===== src/rtl/eight_by_four_seq_divider.sv =====
// ---------------------------------------------------------------------------
// eight_by_four_seq_divider
//
// Sequential restoring divider: an 8-bit unsigned dividend divided by a 4-bit
// unsigned divisor. One quotient bit is resolved per clock, MSB first, so a
// nonzero division takes 8 CALC cycles followed by a single DONE cycle.
// A zero divisor skips the arithmetic. It reports quotient 8'hFF, remainder 0
// and raises div_by_zero. That result spends two cycles in DONE, and done is
// high only in the second of them.
//
// Ports
//   clk          : single clock, all state changes on its rising edge
//   rst_n        : synchronous active-low reset
//   start        : begin a division (only looked at while idle)
//   dividend[7:0]: unsigned dividend, captured on the accepting edge
//   divisor[3:0] : unsigned divisor, captured on the accepting edge
//   quotient[7:0]: registered quotient (qualify with done)
//   remainder[3:0]: registered remainder (qualify with done)
//   busy         : high while in CALC or DONE
//   done         : one-cycle pulse, quotient/remainder valid
//   div_by_zero  : registered flag, set for a result produced with divisor 0
// ---------------------------------------------------------------------------
module eight_by_four_seq_divider (
    input  logic       clk,
    input  logic       rst_n,
    input  logic       start,
    input  logic [7:0] dividend,
    input  logic [3:0] divisor,
    output logic [7:0] quotient,
    output logic [3:0] remainder,
    output logic       busy,
    output logic       done,
    output logic       div_by_zero
);

    typedef enum logic [1:0] {
        IDLE = 2'd0,
        CALC = 2'd1,
        DONE = 2'd2
    } state_t;

    state_t      state_r;
    state_t      state_s;
    logic [7:0]  dividend_r;     // shifted left each step, MSB feeds the remainder
    logic [3:0]  divisor_r;
    logic [7:0]  quotient_r;     // quotient bits shift in from the LSB
    logic [4:0]  pr_r;           // partial remainder, one spare bit for the compare
    logic [2:0]  cnt_r;
    logic        busy_r;
    logic        done_r;
    logic        dbz_r;
    logic        zhold_r;        // divide-by-zero result waits one extra cycle in DONE
    logic        done_s;
    logic [4:0]  pr_shift_s;
    logic [4:0]  pr_next_s;
    logic        ge_s;

    // Next-state decode and the done pulse for the following cycle
    always_comb begin
        state_s = state_r;
        done_s  = 1'b0;
        case (state_r)
            IDLE: begin
                if (start) begin
                    if (divisor == 4'd0) begin
                        state_s = DONE;
                    end else begin
                        state_s = CALC;
                    end
                end else begin
                    state_s = IDLE;
                end
            end
            CALC: begin
                if (cnt_r == 3'd7) begin
                    state_s = DONE;
                    done_s  = 1'b1;
                end else begin
                    state_s = CALC;
                end
            end
            DONE: begin
                if (zhold_r) begin
                    state_s = DONE;
                    done_s  = 1'b1;
                end else begin
                    state_s = IDLE;
                end
            end
            default: begin
                state_s = IDLE;
                done_s  = 1'b0;
            end
        endcase
    end

    // One restoring step: bring in the next dividend bit, subtract if it fits
    always_comb begin
        pr_shift_s = {pr_r[3:0], dividend_r[7]};
        ge_s       = (pr_shift_s >= {1'b0, divisor_r});
        if (ge_s) begin
            pr_next_s = pr_shift_s - {1'b0, divisor_r};
        end else begin
            pr_next_s = pr_shift_s;
        end
    end

    // State, datapath and registered status outputs
    always_ff @(posedge clk) begin
        if (!rst_n) begin
            state_r    <= IDLE;
            dividend_r <= 8'd0;
            divisor_r  <= 4'd0;
            quotient_r <= 8'd0;
            pr_r       <= 5'd0;
            cnt_r      <= 3'd0;
            busy_r     <= 1'b0;
            done_r     <= 1'b0;
            dbz_r      <= 1'b0;
            zhold_r    <= 1'b0;
        end else begin
            state_r <= state_s;
            busy_r  <= (state_s != IDLE);
            done_r  <= done_s;
            case (state_r)
                IDLE: begin
                    if (start && (divisor == 4'd0)) begin
                        quotient_r <= 8'hFF;
                        pr_r       <= 5'd0;
                        dbz_r      <= 1'b1;
                        zhold_r    <= 1'b1;
                    end else if (start) begin
                        dividend_r <= dividend;
                        divisor_r  <= divisor;
                        quotient_r <= 8'd0;
                        pr_r       <= 5'd0;
                        cnt_r      <= 3'd0;
                        dbz_r      <= 1'b0;
                    end else begin
                        // results hold while idle
                        quotient_r <= quotient_r;
                        pr_r       <= pr_r;
                    end
                end
                CALC: begin
                    dividend_r <= {dividend_r[6:0], 1'b0};
                    quotient_r <= {quotient_r[6:0], ge_s};
                    pr_r       <= pr_next_s;
                    cnt_r      <= cnt_r + 3'd1;
                end
                DONE: begin
                    zhold_r <= 1'b0;
                end
                default: begin
                    zhold_r <= 1'b0;
                end
            endcase
        end
    end

    // After every step the partial remainder is below the divisor, so it fits 4 bits
    assign quotient    = quotient_r;
    assign remainder   = pr_r[3:0];
    assign busy        = busy_r;
    assign done        = done_r;
    assign div_by_zero = dbz_r;

endmodule


===== config.mk =====
export PLATFORM = sky130hd
export DESIGN_NAME = eight_by_four_seq_divider
export DESIGN_NICKNAME = d
export VERILOG_FILES = /design/src/rtl/eight_by_four_seq_divider.sv
export SDC_FILE = /design/constraint.sdc
export NUM_CORES = 1
export LEC_CHECK = 0
export BUFFER_PORTS_ARGS = -buffer_cell sky130_fd_sc_hd__buf_2
export CAP_MARGIN = 0
export CORE_MARGIN = 2
export CORE_UTILIZATION = 55
export CTS_BUF_LIST = sky130_fd_sc_hd__clkbuf_8 sky130_fd_sc_hd__clkbuf_16
export DETAILED_ROUTE_END_ITERATION = 10
export PLACE_DENSITY = 0.83
export SYNTH_ARGS = -nofsm -noshare
export SYNTH_HDL_FRONTEND = slang
export SYNTH_SLANG_ARGS = --single-unit

===== constraint.sdc =====
create_clock -name clk -period 4.4 [get_ports clk]
set_input_delay 0.22 -clock clk [delete_from_list [all_inputs] [get_ports clk]]
set_output_delay 0.22 -clock clk [all_outputs]
set_load 0.02 [all_outputs]

==> results of run 1 <==
==> placed cells by master, fill, tap and decap left out, types with 3 or more instances in the layout <==
cell type	count
nor2_1	13
a22oi_1	10
or3_1	3
inv_1	8
ha_1	10
nand2_1	17
o21ai_0	7
clkbuf_8	5
dfxtp_1	33
mux2i_1	8
buf_2	29
a21oi_1	21
a211oi_2	7
nand2b_1	3
==> registers in the layout, summed over array words and instances (netlist names) <==
signal and cells:
cnt_r 3, zhold_r 1, busy 1, div_by_zero 1, quotient 8, pr_r 4, divisor_r 4, state_r 2
dividend_r 8, done 1
==> power by group <==
part / switching, mW / internal [mW] / total (mW)
Clock: 0.108 / 0.164 / 0.272
Sequential: 0.0117 / 0.316 / 0.328
Combinational: 0.0830 / 0.0503 / 0.133
Total: 0.203 / 0.531 / 0.734
==> stage by stage <==
| stage | hold WS [ns] | utilization | instance area (µm²) | setup slack, ns | power [mW] |
|---|---|---|---|---|---|
| final | 0.1800 | 0.6632 | 1813 | 2.009 | 0.7338 |
| after CTS | 0.1754 | 0.6632 | 1813 | 2.027 | 0.7371 |
| after floorplan | 0.3405 | - | 1582 | 2.682 | 0.4368 |
| after detailed placement | 0.4617 | 0.6252 | 1709 | 2.040 | 0.4672 |
| after global routing | 0.1952 | 0.6632 | 1813 | 1.725 | 0.7671 |
| after global placement | 0.4436 | 0.6252 | 1709 | 2.214 | 0.4597 |
==> worst max-delay path: stages (launching register included) <==
cell and delay, ns:
dfxtp_1 0.33, inv_1 0.09, ha_1 0.60, mux2i_1 0.40
nor2b_1 0.49, o21ai_0 0.20, a31oi_1 0.19
==> worst max-delay path by stage <==
stage,from,depth (start not counted),to
after floorplan,state_r[1]$_SDFF_PN0_,8,quotient[5]$_SDFFE_PN0P_
after detailed placement,state_r[1]$_SDFF_PN0_,6,quotient[0]$_SDFFE_PN0P_
after CTS,state_r[1]$_SDFF_PN0_,6,quotient[0]$_SDFFE_PN0P_
after global routing,state_r[1]$_SDFF_PN0_,6,quotient[0]$_SDFFE_PN0P_
final,state_r[1]$_SDFF_PN0_,6,quotient[0]$_SDFFE_PN0P_
after global placement,state_r[1]$_SDFF_PN0_,6,quotient[0]$_SDFFE_PN0P_
==> metal layers <==
metal,global-route usage,vias up
met5,0,-
met4,0.07973,0
met3,0.05804,5
met2,0.3571,25
met1,0.2504,593
li1,-,669
==> area by class of cell <==
cell class              instances  share of cell area
flip-flops and latches         33              0.3644
inverters                       9             0.01863
multi-input cells             122              0.4582
repair buffers                 29             0.08006
clock buffers                   5             0.03796
clock inverters                 2             0.01932
well taps                      31             0.02139
==> logic make-up after synthesis <==
| kind of cell | Yosys count | share of synthesized area |
|---|---|---|
| buffers and inverters | 19 | 0.05696 |
| muxes | 8 | 0.05063 |
| adders and majority gates | 11 | 0.09177 |
| xor gates and xnor gates | 1 | 0.005539 |
| and+or+nand+nor | 49 | 0.1464 |
| DFF | 33 | 0.4177 |
| AOI/OAI and AO/OA | 53 | 0.2310 |
==> out/summary.txt, run 1 <==
status - completed
Layout Nets - 226
Hold Buf Count CTS - 0
WP data required - 4.59 ns
Tightest Hold Check Type - primary input to flip-flop
H-Tree Depth - 2
filler cell count - 235
Setup crit start kind - flip-flop
length of routed met2 wiring - 1.540 mm
Final Hold Viols - 0
Core ar. - 2734 µm²
achievable frequency - 418.3 MHz
Reg2Reg Launch Point - state_r[1]$_SDFF_PN0_
routed length per instance - 13.77 µm
placed cells - 224
cts bufs inserted - 5
Die X-Extent - 57.63 µm
min Tclk post-route - 2.391 ns
DP Wirelength - 2.353 mm
wl on met1 - 1.450 mm
Synth Instances - 174
Worst Tran Pin Value - 0.7505 ns
Avg Vias per Cell - 5.593
period utilisation layout - 0.5434
fin. max-slew vios - 0
Synth Warn # - 0
synth top area cells - dfxtp_1 42%, ha_1 7.9%, a21oi_1 6.6%
first-pass GRT wire length - 5.368 mm
antenna-violating nets left - 0
Sink Count - 33
n_diodes - 0
DRT iter0 DRCs - 41
RSZ-0062 raised after global routing - false
DRT Pass-1 Iters - 4
metal3 WL - 148 µm
Final setup viols - 0
Clock Tree Buf Depth - 2
final estimated routing congestion in global placement - 0.8203
asr flop ratio synth - 0
Leakage - 0.7566 nW
Area growth syn-to-layout - 14.64%
maximum number of pins on one net before global-route repair - 26
final setup TNS - 0 ns
main flop type after synthesis - dfxtp_1
Post-CTS Resized - 0
total wire length - 3.180 mm
Root Driver - clkbuf_8
Max VDD drop - 0.5569 mV
share of cells above drive strength 1 - 0.2200
Mapped Area - 1582 µm²
Worst Skew - 0.003977 ns
Unique masters post-synth - 34
initial core utilization - 0.5785
worst-path maximum fanout - 19
num rows - 19
RR Endpoint - quotient[0]$_SDFFE_PN0P_
Reg2Reg Setup Slack - 2.01 ns
most common library cells after synthesis - 33 x dfxtp_1, 21 x a21oi_1, 17 x nand2_1
antenna violations before repair - 0
Crit Path Class - flip-flop to flip-flop
clock transition at the registers of the reported paths - 0.07 ns
Synth top area share - 0.4177
worst hold stages - 3
r2r worst-path depth - 6
Min-Delay Endpoint - divisor_r[1]$_SDFFE_PN0P_
CP arrival - 2.58 ns
post-synthesis area per instance - 9.089 µm²
boundary pin count - 30
area occupied by multi-input gates - 830.8 µm²
Seq/Total Area, Yosys - 0.4177
Synthesized Nets - 200
max cap viols - 0
Die ar. - 3321 µm²
port bufs - 29
top routing layer in use - met4
die height - 57.63 µm
GRT overflow - 0
number of global-route vias before repair - 1272
register area - 660.6 µm²
critical path capture point type - flip-flop
EDFF count, synth - 0
clock latency on the worst-skew pair - 0.29 ns
# Post-CTS Setup Buffers - 0
Cell Count, Final, Fillers Out - 231
flops & latches, synth - 33
PwrDens - 404.8 nW/µm²
cell taking the most area after synthesis - dfxtp_1
Slew headroom - 0.4966
DRC viols - 0
count leader, synth - dfxtp_1
Vias - 1292
CTS tree - built
min-delay src - divisor[1]
Overall Global Routing Usage - 0.2093
Note: power is estimated with default switching activity, not from simulation.
==> inputs of run 2 (changes only) <==
--- a/config.mk
+++ b/config.mk
@@ -8,10 +8,10 @@
 export BUFFER_PORTS_ARGS = -buffer_cell sky130_fd_sc_hd__buf_2
 export CAP_MARGIN = 0
 export CORE_MARGIN = 2
-export CORE_UTILIZATION = 55
+export CORE_UTILIZATION = 54
 export CTS_BUF_LIST = sky130_fd_sc_hd__clkbuf_8 sky130_fd_sc_hd__clkbuf_16
 export DETAILED_ROUTE_END_ITERATION = 10
-export PLACE_DENSITY = 0.83
+export PLACE_DENSITY = 0.82
 export SYNTH_ARGS = -nofsm -noshare
 export SYNTH_HDL_FRONTEND = slang
 export SYNTH_SLANG_ARGS = --single-unit
==> constraint.sdc (replaced) <==
create_clock -name clk -period 2.3 [get_ports clk]
set_input_delay 0.115 -clock clk [delete_from_list [all_inputs] [get_ports clk]]
set_output_delay 0.115 -clock clk [all_outputs]
set_load 0.02 [all_outputs]
==> out/summary.txt, run 2 (synthesis gave the netlist of run 1 again) <==
Core ar. - 2758 µm² (+0.87%)
DRT iter0 DRCs - 38 (-7.3%)
first-pass GRT wire length - 5.526 mm (+2.9%)
Slowest cell on crit path - a21o_1
Leakage - 0.7612 nW (+0.61%)
CP arrival - 2.23 ns (-0.35 ns)
Layout Nets - 229 (+1.3%)
period utilisation layout - 0.8753 (+0.3320)
Die X-Extent - 58.12 µm (+0.85%)
clock latency on the worst-skew pair - 0.29 ns (about the same)
n_diodes - 0 (unchanged)
routed length per instance - 13.68 µm (-0.62%)
worst-path maximum fanout - 17 (-2)
DRT Pass-1 Iters - 4 (unchanged)
Die ar. - 3377 µm² (+1.7%)
Overall Global Routing Usage - 0.2151 (+0.005828)
min Tclk post-route - 2.013 ns (-0.3776 ns)
Slew headroom - 0.5994 (+0.1029)
port bufs - 29 (unchanged)
Sink Count - 33 (unchanged)
total wire length - 3.215 mm (+1.1%)
final setup TNS - 0 ns (unchanged)
Cell Area, Placed - 1732 µm² (+1.3%)
fin area - 1818 µm² (+0.28%)
clock transition at the registers of the reported paths - 0.07 ns (about the same)
Worst Tran Pin Value - 0.6008 ns (-0.1496 ns)
boundary pin count - 30 (unchanged)
# Post-CTS Setup Buffers - 0 (unchanged)
max cap viols - 0 (unchanged)
Hold WS - 0.07025 ns (-0.1097 ns)
die height - 58.12 µm (+0.85%)
final worst slack - 0.2868 ns (-1.722 ns)
PwrDens - 723.7 nW/µm² (+79%)
most frequent cells in the layout - 33 x dfxtp_1, 29 x buf_2, 21 x a21oi_1
share of cells above drive strength 1 - 0.2353 (+0.01529)
Root Driver - clkbuf_8
Crit path largest cell delay - 0.56 ns (-0.04 ns)
Tightest Hold Check Type - primary input to flip-flop
Avg Vias per Cell - 5.596 (about the same)
DP Wirelength - 2.382 mm (+1.3%)
antenna-violating nets left - 0 (unchanged)
Vias - 1315 (+1.8%)
final estimated routing congestion in global placement - 0.8713 (+6.2%)
Max VDD drop - 0.6665 mV (+20%)
Post-CTS Resized - 0 (unchanged)
antenna violations before repair - 0 (unchanged)
Critical Path, Cell by Cell - inv_1 -> ha_1 -> and2_1 -> a21o_1 -> nor2_1 -> a211oi_2
Crit Path Class - flip-flop to flip-flop
GRT overflow - 0 (unchanged)
filler cell count - 239 (+1.7%)
critical path capture point type - flip-flop
Final setup viols - 0 (unchanged)
Setup WS pre-CTS - 0.2732 ns (-1.767 ns)
DRC viols - 0 (unchanged)
maximum number of pins on one net before global-route repair - 26 (unchanged)
RSZ-0062 raised after global routing - false
number of global-route vias before repair - 1301 (+2.3%)
Setup crit start kind - flip-flop
Hold Buf Count CTS - 0 (unchanged)
Power, Total - 1.316 mW (+79%)
H-Tree Depth - 2 (unchanged)
achievable frequency - 496.7 MHz (+19%)
Area growth syn-to-layout - 14.95%
Worst Skew - 0.003206 ns (-0.0007705 ns)
fin. max-slew vios - 0 (unchanged)
cts bufs inserted - 5 (unchanged)
most common cell after layout, fill and taps aside - dfxtp_1
status - completed
num rows - 19 (unchanged)
WP data required - 2.51 ns (-2.08 ns)
CTS tree - built
Clock Tree Buf Depth - 2 (unchanged)
initial core utilization - 0.5735 (-0.004987)
Final Hold Viols - 0 (unchanged)
-- run 2: changes by cell type in the layout (fill, tap and decap cells not counted) --
cell,delta
bufinv_16,-1
clkinvlp_4,+1
clkinv_2,+1
buf_4,+3
-- run 2: worst max-delay path: cells and delay by family, from the launching register on --
kind                       cells  cell delay, ns
AOI/OAI and AO/OA              2            0.78
DFF                            1            0.34
and+or+nand+nor                2            0.48
adders and majority gates      1            0.25
buffers and inverters          1            0.08
-- run 2: power breakdown --
part | switching, mW | total [mW] | leakage, nW | internal (mW)
logic | 0.160 | 0.261 | 0.448 | 0.101
clock network | 0.220 | 0.429 | 0.0439 | 0.208
registers | 0.0212 | 0.626 | 0.269 | 0.605
total | 0.401 | 1.32 | 0.761 | 0.915
-- run 2: cell type report --
| class | instances | area, µm² | share of cell area |
|---|---|---|---|
| Inverter | 9 | 33.78 | 0.01858 |
| Clock inverter | 3 | 17.52 | 0.009635 |
| Tap cell | 31 | 38.79 | 0.02134 |
| Multi-Input combinational cell | 122 | 830.8 | 0.4570 |
| Clock buffer | 5 | 68.82 | 0.03785 |
| Timing Repair Buffer | 32 | 167.7 | 0.09222 |
| Sequential cell | 33 | 660.6 | 0.3634 |
-- run 2: final timing paths --
| check | from | to | slack, ns | depth (start not counted) |
|---|---|---|---|---|
| worst max register to register | state_r[1]$_SDFF_PN0_ | dividend_r[3]$_SDFFE_PN0P_ | 0.29 | 6 |
| worst min-delay path | divisor[1] | divisor_r[1]$_SDFFE_PN0P_ | 0.07 | 3 |
| worst max-delay path | state_r[1]$_SDFF_PN0_ | dividend_r[3]$_SDFFE_PN0P_ | 0.29 | 6 |
| worst min register to register | cnt_r[2]$_SDFFE_PN0P_ | cnt_r[2]$_SDFFE_PN0P_ | 0.46 | 2 |
-- run 2: routing by layer --
metal,track usage,share of wire
met2,0.3458,0.48
met3,0.07143,0.049
met4,0.1030,0.018
met5,0,0
met1,0.2587,0.45
-- run 2: stage by stage --
| stage | utilization | cells |
|---|---|---|
| 3_5_place_dp | 0.6279 | 227 |
| 4_1_cts | 0.6593 | 235 |
| 3_3_place_gp | 0.6279 | 227 |
| 5_1_grt | 0.6593 | 235 |
| 6_report | 0.6593 | 235 |
| 2_1_floorplan | - | 174 |
==> inputs of run 3 (changes only) <==
--- a/config.mk
+++ b/config.mk
@@ -8,10 +8,11 @@
 export BUFFER_PORTS_ARGS = -buffer_cell sky130_fd_sc_hd__buf_2
 export CAP_MARGIN = 0
 export CORE_MARGIN = 2
-export CORE_UTILIZATION = 54
+export CORE_UTILIZATION = 40
 export CTS_BUF_LIST = sky130_fd_sc_hd__clkbuf_8 sky130_fd_sc_hd__clkbuf_16
 export DETAILED_ROUTE_END_ITERATION = 10
-export PLACE_DENSITY = 0.82
+export PLACE_DENSITY = 0.65
 export SYNTH_ARGS = -nofsm -noshare
 export SYNTH_HDL_FRONTEND = slang
 export SYNTH_SLANG_ARGS = --single-unit
+export TNS_END_PERCENT = 10
==> out/summary.txt, run 3 (synthesis gave the netlist of run 1 again) <==
Avg Vias per Cell - 5.257 (-6.1%)
Worst Skew - 0.001742 ns (-0.001465 ns)
# Post-CTS Setup Buffers - 0 (unchanged)
Reg2Reg Setup Slack - 0.48 ns (+0.20 ns)
routed length per instance - 12.72 µm (-7.1%)
Max VDD drop - 0.4746 mV (-29%)
Sink Count - 33 (unchanged)
Hold Buf Count CTS - 0 (unchanged)
most common cell after layout, fill and taps aside - dfxtp_1
antenna violations before repair - 0 (unchanged)
Crit Path Class - flip-flop to flip-flop
die height - 66.88 µm (+15%)
Leakage - 0.7848 nW (+3.1%)
DP Wirelength - 2.350 mm (-1.4%)
Tightest Hold Check Type - primary input to flip-flop
achievable frequency - 550.9 MHz (+11%)
DRC viols - 0 (unchanged)
num rows - 22 (+3)
Critical Path, Cell by Cell - inv_1 -> ha_1 -> and2_1 -> a21o_1 -> buf_4 -> nor2_1 -> a211oi_2
Root Driver - clkbuf_8
Core ar. - 3744 µm² (+36%)
clock transition at the registers of the reported paths - 0.07 ns (about the same)
r2r worst-path depth - 7 (+1)
CP arrival - 2.02 ns (-0.21 ns)
final estimated routing congestion in global placement - 0.7577 (-13%)
min Tclk post-route - 1.815 ns (-0.1979 ns)
first-pass GRT wire length - 5.395 mm (-2.4%)
max cap viols - 0 (unchanged)
n_diodes - 0 (unchanged)
period utilisation layout - 0.7892 (-0.08606)
Final Hold Viols - 0 (unchanged)
RSZ-0062 raised after global routing - false
Final setup viols - 0 (unchanged)
min-delay src - divisor[1]
H-Tree Depth - 2 (unchanged)
final setup TNS - 0 ns (unchanged)
Setup crit start kind - flip-flop
number of global-route vias before repair - 1175 (-9.7%)
Layout Nets - 230 (+0.44%)
Die ar. - 4473 µm² (+32%)
initial core utilization - 0.4225 (-0.1510)
port bufs - 29 (unchanged)
Post-CTS Resized - 0 (unchanged)
critical path capture point type - flip-flop
Area growth syn-to-layout - 18.67%
Die X-Extent - 66.88 µm (+15%)
CP delay by family, top - simple AND/OR/NAND/NOR gates
most frequent cells in the layout - 33 x dfxtp_1, 29 x buf_2, 21 x a21oi_1
DRT iter0 DRCs - 59 (+55%)
fin. max-slew vios - 0 (unchanged)
Hold WS - 0.08171 ns (+0.01146 ns)
Slew headroom - 0.6530 (+0.05358)
PwrDens - 771.2 nW/µm² (+6.6%)
boundary pin count - 30 (unchanged)
Setup WS pre-CTS - 0.5039 ns (+0.2306 ns)
Clock Tree Buf Depth - 2 (unchanged)
WP data required - 2.50 ns (about the same)
Reg2Reg Launch Point - state_r[0]$_SDFF_PN0_
Overall Global Routing Usage - 0.1650 (-0.05017)
Crit path largest cell delay - 0.37 ns (-0.19 ns)
clock latency on the worst-skew pair - 0.28 ns (about the same)
final worst slack - 0.4847 ns (+0.1979 ns)
DRT Pass-1 Iters - 4 (unchanged)
cts bufs inserted - 5 (unchanged)
Slowest cell on crit path - and2_1
worst hold stages - 3 (unchanged)
Worst Tran Pin Value - 0.5194 ns (-0.08144 ns)
maximum number of pins on one net before global-route repair - 25 (-3.8%)
share of cells above drive strength 1 - 0.2341 (-0.001148)
Vias - 1330 (+1.1%)
Power, Total - 1.447 mW (+10%)
RR Endpoint - dividend_r[1]$_SDFFE_PN0P_
worst-path maximum fanout - 17 (unchanged)
GRT overflow - 0 (unchanged)
antenna-violating nets left - 0 (unchanged)
CTS tree - built
total wire length - 3.217 mm (about the same)
Min-Delay Endpoint - divisor_r[1]$_SDFFE_PN0P_
Bufs and invs on worst path - 2 (+1)
status - completed
-- run 3: changes by cell type in the layout (fill, tap and decap cells not counted), sizes merged --
cell / previous run / this run
clkinv: 3 / 1
buf: 32 / 33
bufinv: 0 / 1
clkbuf: 5 / 6
clkinvlp: 1 / 0
inv: 8 / 9
-- run 3: worst reg2reg max path: cells and delay by family (launching register included) --
| family | cells | cell delay (ns) |
|---|---|---|
| AND/OR/NAND/NOR | 2 | 0.45 |
| AO/OA/AOI/OAI | 2 | 0.37 |
| flip-flops | 1 | 0.33 |
| buffers and inverters | 2 | 0.30 |
| adder cells (fa/ha/maj) | 1 | 0.28 |
-- run 3: area by class of cell --
cell class | instances | area [µm²]
clock buffers | 6 | 82.58
well taps | 48 | 60.06
multi-input cells | 122 | 830.8
repair buffers | 33 | 175.2
flip-flops and latches | 33 | 660.6
fillers | 380 | 1867
clock inverters | 2 | 33.78
inverters | 9 | 33.78
-- run 3: how the worst max path moves through the flow --
stage,slack (ns),from,endpoint,depth (start not counted)
final,0.48,state_r[0]$_SDFF_PN0_,dividend_r[1]$_SDFFE_PN0P_,7
after global routing,0.31,state_r[0]$_SDFF_PN0_,dividend_r[1]$_SDFFE_PN0P_,7
after CTS,0.47,state_r[0]$_SDFF_PN0_,dividend_r[1]$_SDFFE_PN0P_,7
after detailed placement,0.50,state_r[0]$_SDFF_PN0_,dividend_r[1]$_SDFFE_PN0P_,7
after global placement,0.57,state_r[0]$_SDFF_PN0_,dividend_r[5]$_SDFFE_PN0P_,7
after floorplan,0.58,state_r[1]$_SDFF_PN0_,quotient[5]$_SDFFE_PN0P_,8
-- run 3: routing by layer --
metal  vias to the layer above  GRT usage  share of wire
li1                        681          -              -
met1                       616     0.2181           0.48
met2                        26     0.2363           0.45
met3                         7    0.05574          0.043
met4                         0    0.08418          0.025
met5                         -          0              0
-- run 3: power by group --
part	leakage (nW)	total (mW)	internal [mW]	switching, mW
sequential	0.269	0.626	0.605	0.0215
clock	0.0626	0.561	0.349	0.213
combinational	0.453	0.260	0.103	0.156
total	0.785	1.45	1.06	0.391
-- run 3: per-stage QoR --
stage,std cells,util,cell area [µm²]
finish,253,0.5013,1877
global route,253,0.5013,1877
CTS,253,0.5013,1877
detailed placement,245,0.4703,1760
global placement,245,0.4703,1760
floorplan,174,-,1582
